## config.mk

```make
export PLATFORM = sky130hd
export DESIGN_NAME = seg_scan_driver
export DESIGN_NICKNAME = d
export VERILOG_FILES = /design/src/rtl/seg_scan_driver.sv
export SDC_FILE = /design/constraint.sdc
export NUM_CORES = 1
export LEC_CHECK = 0
export ABC_AREA = 1
export ABC_CLOCK_PERIOD_IN_PS = 2300
export BUFFER_PORTS_ARGS = -buffer_cell sky130_fd_sc_hd__buf_2
export CORE_MARGIN = 2
export CORE_UTILIZATION = 45
export CTS_BUF_LIST = sky130_fd_sc_hd__clkbuf_16
export DETAILED_ROUTE_END_ITERATION = 16
export MAX_ROUTING_LAYER = met4
export PLACE_DENSITY = 0.68
export SLEW_MARGIN = 20
export SYNTH_ARGS = -nofsm -noshare
export SYNTH_HDL_FRONTEND = slang
export SYNTH_SLANG_ARGS = --single-unit
```

## constraint.sdc

```tcl
create_clock -name clk -period 2.3 [get_ports clk]
set_clock_uncertainty 0.15 [all_clocks]
set_input_delay 0.115 -clock clk [delete_from_list [all_inputs] [get_ports clk]]
set_output_delay 0.115 -clock clk [all_outputs]
set_load 0.01 [all_outputs]
```

## src/rtl/seg_scan_driver.sv

```systemverilog
// -----------------------------------------------------------------------------
// seg_scan_driver
//
// Multi-digit seven-segment display driver. A packed vector of 4-bit nibbles
// is captured into a shadow register on a load strobe. The shadow is copied
// into the display registers only at a frame wrap, so a frame never shows a
// mix of old and new digits. The digits are time-multiplexed onto one shared
// segment bus with one-hot anode selects. Hex glyphs, leading-zero blanking,
// per-digit decimal points, a global blank and output polarity are supported.
//
// Parameters
//   NUM_DIGITS    number of multiplexed digits (1..8)
//   SCAN_DIV      clock cycles each digit stays lit (>= 2)
//   HEX_MODE      1: nibbles 10..15 show A b C d E F; 0: they show blank
//   BLANK_LEADING 1: suppress leading zeros (digit 0 is never suppressed)
//   ACTIVE_LOW    1: seg/dp/anode outputs are active-low; 0: active-high
//
// Ports
//   clk         in   system clock
//   rst_n       in   asynchronous active-low reset
//   digits_in   in   packed nibbles, [3:0] is digit 0 (least significant)
//   dp_in       in   decimal-point request per digit
//   load        in   one-cycle strobe; captures digits_in/dp_in into shadow
//   blank_all   in   level; forces every output to its inactive level
//   seg_out     out  segments {g,f,e,d,c,b,a}
//   dp_out      out  decimal-point segment
//   an_out      out  one-hot digit enable
//   frame_done  out  one-cycle pulse on each frame wrap
// -----------------------------------------------------------------------------
module seg_scan_driver #(
  parameter int NUM_DIGITS    = 4,
  parameter int SCAN_DIV      = 50000,
  parameter int HEX_MODE      = 1,
  parameter int BLANK_LEADING = 1,
  parameter int ACTIVE_LOW    = 1
) (
  input  logic                    clk,
  input  logic                    rst_n,
  input  logic [4*NUM_DIGITS-1:0] digits_in,
  input  logic [NUM_DIGITS-1:0]   dp_in,
  input  logic                    load,
  input  logic                    blank_all,
  output logic [6:0]              seg_out,
  output logic                    dp_out,
  output logic [NUM_DIGITS-1:0]   an_out,
  output logic                    frame_done
);

  localparam int CNT_W = $clog2(SCAN_DIV);
  localparam int IDX_W = (NUM_DIGITS > 1) ? $clog2(NUM_DIGITS) : 1;

  localparam logic [CNT_W-1:0] CNT_LAST = CNT_W'(SCAN_DIV - 1);
  localparam logic [IDX_W-1:0] IDX_LAST = IDX_W'(NUM_DIGITS - 1);

  // Output polarity: XOR-ing the active-high form with these masks gives
  // the pin levels, and the masks themselves are the inactive pin levels.
  localparam logic                  POL     = (ACTIVE_LOW != 0);
  localparam logic [6:0]            SEG_OFF = {7{POL}};
  localparam logic [NUM_DIGITS-1:0] AN_OFF  = {NUM_DIGITS{POL}};

  localparam logic HEX_ON = (HEX_MODE != 0);
  localparam logic LZ_ON  = (BLANK_LEADING != 0);

  // Active-high glyph table, bit order {g,f,e,d,c,b,a}
  function automatic logic [6:0] decode_glyph(input logic [3:0] nib);
    logic [6:0] g;
    case (nib)
      4'h0:    g = 7'h3F;
      4'h1:    g = 7'h06;
      4'h2:    g = 7'h5B;
      4'h3:    g = 7'h4F;
      4'h4:    g = 7'h66;
      4'h5:    g = 7'h6D;
      4'h6:    g = 7'h7D;
      4'h7:    g = 7'h07;
      4'h8:    g = 7'h7F;
      4'h9:    g = 7'h6F;
      4'hA:    g = HEX_ON ? 7'h77 : 7'h00;
      4'hB:    g = HEX_ON ? 7'h7C : 7'h00;
      4'hC:    g = HEX_ON ? 7'h39 : 7'h00;
      4'hD:    g = HEX_ON ? 7'h5E : 7'h00;
      4'hE:    g = HEX_ON ? 7'h79 : 7'h00;
      4'hF:    g = HEX_ON ? 7'h71 : 7'h00;
      default: g = 7'h00;
    endcase
    return g;
  endfunction

  // Scan state
  logic [CNT_W-1:0]        cnt_q,  cnt_d;
  logic [IDX_W-1:0]        idx_q,  idx_d;
  logic                    wrap_s;

  // Shadow / display state
  logic [4*NUM_DIGITS-1:0] shadow_dig_q, shadow_dig_d;
  logic [NUM_DIGITS-1:0]   shadow_dp_q,  shadow_dp_d;
  logic                    pending_q,    pending_d;
  logic [4*NUM_DIGITS-1:0] disp_dig_q,   disp_dig_d;
  logic [NUM_DIGITS-1:0]   disp_dp_q,    disp_dp_d;

  // Decode path
  logic [NUM_DIGITS-1:0]   lz_blank_s;
  logic                    zero_run_s;
  logic [3:0]              cur_nib_s;
  logic                    cur_dp_s;
  logic                    cur_lz_s;

  // Registered outputs
  logic [6:0]              seg_q,  seg_d;
  logic                    dp_q,   dp_d;
  logic [NUM_DIGITS-1:0]   an_q,   an_d;
  logic                    frame_done_q, frame_done_d;

  // Scan counter and digit index; wrap_s marks the last cycle of a frame
  always_comb begin
    cnt_d        = cnt_q;
    idx_d        = idx_q;
    wrap_s       = 1'b0;
    frame_done_d = 1'b0;
    if (cnt_q == CNT_LAST) begin
      cnt_d = {CNT_W{1'b0}};
      if (idx_q == IDX_LAST) begin
        idx_d        = {IDX_W{1'b0}};
        wrap_s       = 1'b1;
        frame_done_d = 1'b1;
      end else begin
        idx_d = idx_q + IDX_W'(1);
      end
    end else begin
      cnt_d = cnt_q + CNT_W'(1);
    end
  end

  // Shadow capture and frame-synchronous display update. The display copies
  // the pre-edge shadow, so a load landing on the wrap edge stays pending and
  // is shown one frame later.
  always_comb begin
    shadow_dig_d = shadow_dig_q;
    shadow_dp_d  = shadow_dp_q;
    pending_d    = pending_q;
    disp_dig_d   = disp_dig_q;
    disp_dp_d    = disp_dp_q;
    if (wrap_s && pending_q) begin
      disp_dig_d = shadow_dig_q;
      disp_dp_d  = shadow_dp_q;
      pending_d  = 1'b0;
    end else begin
      disp_dig_d = disp_dig_q;
      disp_dp_d  = disp_dp_q;
    end
    if (load) begin
      shadow_dig_d = digits_in;
      shadow_dp_d  = dp_in;
      pending_d    = 1'b1;
    end else begin
      shadow_dig_d = shadow_dig_q;
      shadow_dp_d  = shadow_dp_q;
    end
  end

  // Leading-zero mask: walk down from the top digit while nibbles are zero.
  // Digit 0 is never part of the mask.
  always_comb begin
    zero_run_s = 1'b1;
    lz_blank_s = {NUM_DIGITS{1'b0}};
    for (int i = NUM_DIGITS - 1; i >= 1; i--) begin
      zero_run_s    = zero_run_s & (disp_dig_q[i*4 +: 4] == 4'h0);
      lz_blank_s[i] = zero_run_s & LZ_ON;
    end
  end

  // Select the nibble, dp request and blank flag of the digit being scanned
  always_comb begin
    cur_nib_s = 4'h0;
    cur_dp_s  = 1'b0;
    cur_lz_s  = 1'b0;
    for (int i = 0; i < NUM_DIGITS; i++) begin
      cur_nib_s = cur_nib_s | (disp_dig_q[i*4 +: 4] & {4{idx_q == IDX_W'(i)}});
      cur_dp_s  = cur_dp_s  | (disp_dp_q[i]  & (idx_q == IDX_W'(i)));
      cur_lz_s  = cur_lz_s  | (lz_blank_s[i] & (idx_q == IDX_W'(i)));
    end
  end

  // Next output values; blanked leading digits still drive their dp
  always_comb begin
    seg_d = SEG_OFF;
    dp_d  = POL;
    an_d  = AN_OFF;
    if (blank_all) begin
      seg_d = SEG_OFF;
      dp_d  = POL;
      an_d  = AN_OFF;
    end else begin
      seg_d = (cur_lz_s ? 7'h00 : decode_glyph(cur_nib_s)) ^ SEG_OFF;
      dp_d  = cur_dp_s ^ POL;
      an_d  = (NUM_DIGITS'(1'b1) << idx_q) ^ AN_OFF;
    end
  end

  // State and output registers
  always_ff @(posedge clk or negedge rst_n) begin
    if (!rst_n) begin
      cnt_q        <= {CNT_W{1'b0}};
      idx_q        <= {IDX_W{1'b0}};
      shadow_dig_q <= {(4*NUM_DIGITS){1'b0}};
      shadow_dp_q  <= {NUM_DIGITS{1'b0}};
      pending_q    <= 1'b0;
      disp_dig_q   <= {(4*NUM_DIGITS){1'b0}};
      disp_dp_q    <= {NUM_DIGITS{1'b0}};
      seg_q        <= SEG_OFF;
      dp_q         <= POL;
      an_q         <= AN_OFF;
      frame_done_q <= 1'b0;
    end else begin
      cnt_q        <= cnt_d;
      idx_q        <= idx_d;
      shadow_dig_q <= shadow_dig_d;
      shadow_dp_q  <= shadow_dp_d;
      pending_q    <= pending_d;
      disp_dig_q   <= disp_dig_d;
      disp_dp_q    <= disp_dp_d;
      seg_q        <= seg_d;
      dp_q         <= dp_d;
      an_q         <= an_d;
      frame_done_q <= frame_done_d;
    end
  end

  assign seg_out    = seg_q;
  assign dp_out     = dp_q;
  assign an_out     = an_q;
  assign frame_done = frame_done_q;

endmodule

```

==> key figures <==
Critical path
  – Crit end category: register
  – CP Data Required Time: roughly 2.4 ns
  – Startpoint types: register
  – Setup CP Type: register to register
  – Arr. time, crit path: 2.15 ns
  – Worst Path Max Fanout: 7
  – Worst R2R End: seg_out[3]$_DFF_PN1_
  – R2r worst-path depth: 13
  – Reg2reg setup slack: 0.25 ns
  – Worst R2R Start: idx_q[0]$_DFFE_PN0N_

Drt
  – Drt pass-1 iters: 4
  – Post-DR vias/cell: between 4 and 5
  – DRC viols: 0
  – DRT iter0 DRCs: about 200
  – Avg WL per Cell: ~11 um
  – Final WL: 6.625 mm
  – DR vias: around 2.8k
  – ANT nets after route: 0

Timing
  – Fin. max-slew vios: 0
  – Final Setup Violations: 0
  – Period utilization: 0.8923
  – Max-slew headroom: 0.6000
  – Hold Fails Final Rpt: 0
  – Worst Max-Slew Pin Slew: roughly 0.6 ns
  – Fmax: around 490 MHz
  – Final Hold Slack: 0.02717 ns
  – RSZ-0062 raised after global routing: false
  – TNS Setup: 0 ns
  – Worst setup margin: 0.2476 ns
  – Crit path time final: around 2 ns

Place
  – Port Buffers: 36
  – Post-DP HPWL: ~4.6 mm
  – Place WS: 0.1304 ns
  – Final GP Congestion: 0.8634
  – DP Area: 3700 sq um

CTS
  – Clock root cell: clkbuf_16
  – Clk sink count: roughly 70
  – Worst skew pair latency: 0.33 ns
  – H-Tree Depth: 3
  – Total CTS buffers: 9
  – Clock Tree Buf Depth: 2
  – Clock Pin Slew Worst Setup and Hold Paths: 0.05 ns
  – TritonCTS clock tree: built

Global routing
  – Largest net degree at the start of global routing: 50
  – Initial antenna violation count: 0
  – Grt total ovfl: 0
  – Total GRT Usage: 0.1870
  – Number of global-route vias before repair: 2,722
  – First-pass GRT wire length: between 10 and 15 mm

Yosys
  – Cells after Synth: roughly 420
  – Cell variety after synth: 26
  – Post-synth top area cell: dfrtp_1
  – Sequential-to-total area share from yosys stat: 0.5326
  – Synthesized area: about 3400 sq um
  – Post-synthesis area per instance: 8.160 sq um
  – Synth Register Bits: 72
  – Most area-consuming cells after synthesis: dfrtp_1 (44%), nand2_1 (20%), dfstp_2 (9.2%)
  – Top cell type's share of synthesized area: 0.4402
  – Syn Nets: between 400 and 500
  – Synth warnings: 0

Pwr
  – PD cells: around 660 nW/um^2
  – Max IR drop VDD: a little over 0.4 mV
  – Leak Pwr: roughly 2.2 nW
  – Total power: ~0.0028 W

Die
  – # IOs: 37
  – Die area: about 8300 sq um
  – Row cnt: 31
  – Die X: 91.06 um
  – Die height: ~90 um
  – Initial Utilization: 0.4677
  – Core area: ~7300 sq um

Min path
  – Worst Hold End: shadow_dp_q[0]$_DFFE_PN0P_
  – Hold/Removal Path Class: input pin to register
  – Critical hold path startpoint: load
  – Worst Hold Depth: 3

Layout
  – Final Cell Area: 4204 sq um
  – Area delta synth->final: 23.26%
  – Layout cell share with drive strength beyond 1: 0.1626
  – Nets: ~520
  – Ant. Diodes: 0

Run
  – MaxCap Viol Count: 0

Run status
  – Status: finished, final reports clean
==> final cells by class <==
class / instances / area [sq um]
Clock buffer: 9 / 225.2
Clock inverter: 7 / 56.30
Fill cell: 672 / 3088
Inverter: 31 / 116.4
Multi-Input combinational cell: 304 / 1415
Sequential cell: 72 / 1817
Tap cell: 99 / 123.9
Timing Repair Buffer: 63 / 450.4
==> cells by family after synthesis <==
group | after synthesis | synth area share
flops | 72 | 0.5326
buf+inv | 42 | 0.05319
compound gates | 17 | 0.02788
simple gates | 268 | 0.3254
xor+xnor | 8 | 0.02054
fa+ha+maj | 11 | 0.04035
==> critical path, stage by stage (launching register included) <==
cell and delay [ns]:
dfrtp_1 0.37, inv_1 0.10, ha_1 0.30, nand2_1 0.09, nand2_1 0.06, nor2_2 0.20, inv_1 0.11, ha_1 0.23
inv_1 0.09, nand2_1 0.06, nand3_1 0.09, nand2_1 0.05, inv_1 0.05, nand2_1 0.05
==> flip-flops by register name, indices dropped and copies added, names as in the netlist <==
| signal | count |
|---|---|
| shadow_dp_q | 4 |
| cnt_q | 16 |
| seg_out | 7 |
| frame_done | 1 |
| dp_out | 1 |
| disp_dp_q | 4 |
| pending_q | 1 |
| an_out | 4 |
| shadow_dig_q | 16 |
| disp_dig_q | 16 |
| idx_q | 2 |
==> cells in the mapped netlist (all sizes together) <==
master,n
dfrtp,60
nand4,5
nor2,42
inv,31
clkbuf,4
buf,7
o21ai,8
xnor2,1
ha,11
and2,1
a21oi,6
nor3,1
nand3,35
nand2,184
xor2,7
o21bai,1
a22o,2
dfstp,12
==> cell usage in the layout, fill, tap and decap left out, drive strengths merged <==
master,synthesis,routed
a21oi,6,6
a22o,2,2
and2,1,1
buf,7,41
bufinv,0,1
clkbuf,4,9
clkinv,0,4
dfrtp,60,60
dfstp,12,12
dlygate4sd3,0,22
ha,11,11
inv,31,33
nand2,184,184
nand3,35,35
nand4,5,5
nor2,42,42
nor3,1,1
o21ai,8,8
o21bai,1,1
xnor2,1,1
xor2,7,7
==> power breakdown <==
group	switching, W	internal, W	leakage (nW)
clock network	0.000489	0.000821	0.149
logic	0.0000690	0.0000614	1.19
registers	0.0000184	0.00131	0.909
==> per-stage QoR <==
step,utilization,cells
2_1_floorplan,-,418
5_1_grt,0.5765,585
4_1_cts,0.5762,585
6_report,0.5765,585
3_3_place_gp,0.5074,547
3_5_place_dp,0.5074,547
==> worst max-delay path by stage <==
stage                                 to  cells past startpoint            startpoint
floorplan           seg_out[3]$_DFF_PN1_                     13  idx_q[0]$_DFFE_PN0N_
global placement    seg_out[3]$_DFF_PN1_                     13  idx_q[0]$_DFFE_PN0N_
detailed placement  seg_out[3]$_DFF_PN1_                     13  idx_q[0]$_DFFE_PN0N_
CTS                 seg_out[3]$_DFF_PN1_                     13  idx_q[0]$_DFFE_PN0N_
global route        seg_out[3]$_DFF_PN1_                     13  idx_q[0]$_DFFE_PN0N_
finish              seg_out[3]$_DFF_PN1_                     13  idx_q[0]$_DFFE_PN0N_
==> metal layers <==
metal | GRT usage | vias to the layer above | part of all wire
li1 | - | 1428 | -
met1 | 0.2356 | 1272 | 0.48
met2 | 0.2988 | 61 | 0.47
met3 | 0.04481 | 7 | 0.041
met4 | 0.06187 | 0 | 0.011
met5 | - | - | 0
==> what timing repair did <==
action | 4_1_cts | 5_1_grt
setup endpoints to repair | 0 | 5
setup buffers | 0 | 0
resized for setup | 0 | 1
hold buffers | 22 | 0
endpoints found under the hold margin | 52 | 0
Power figures use the tool's default switching activity.
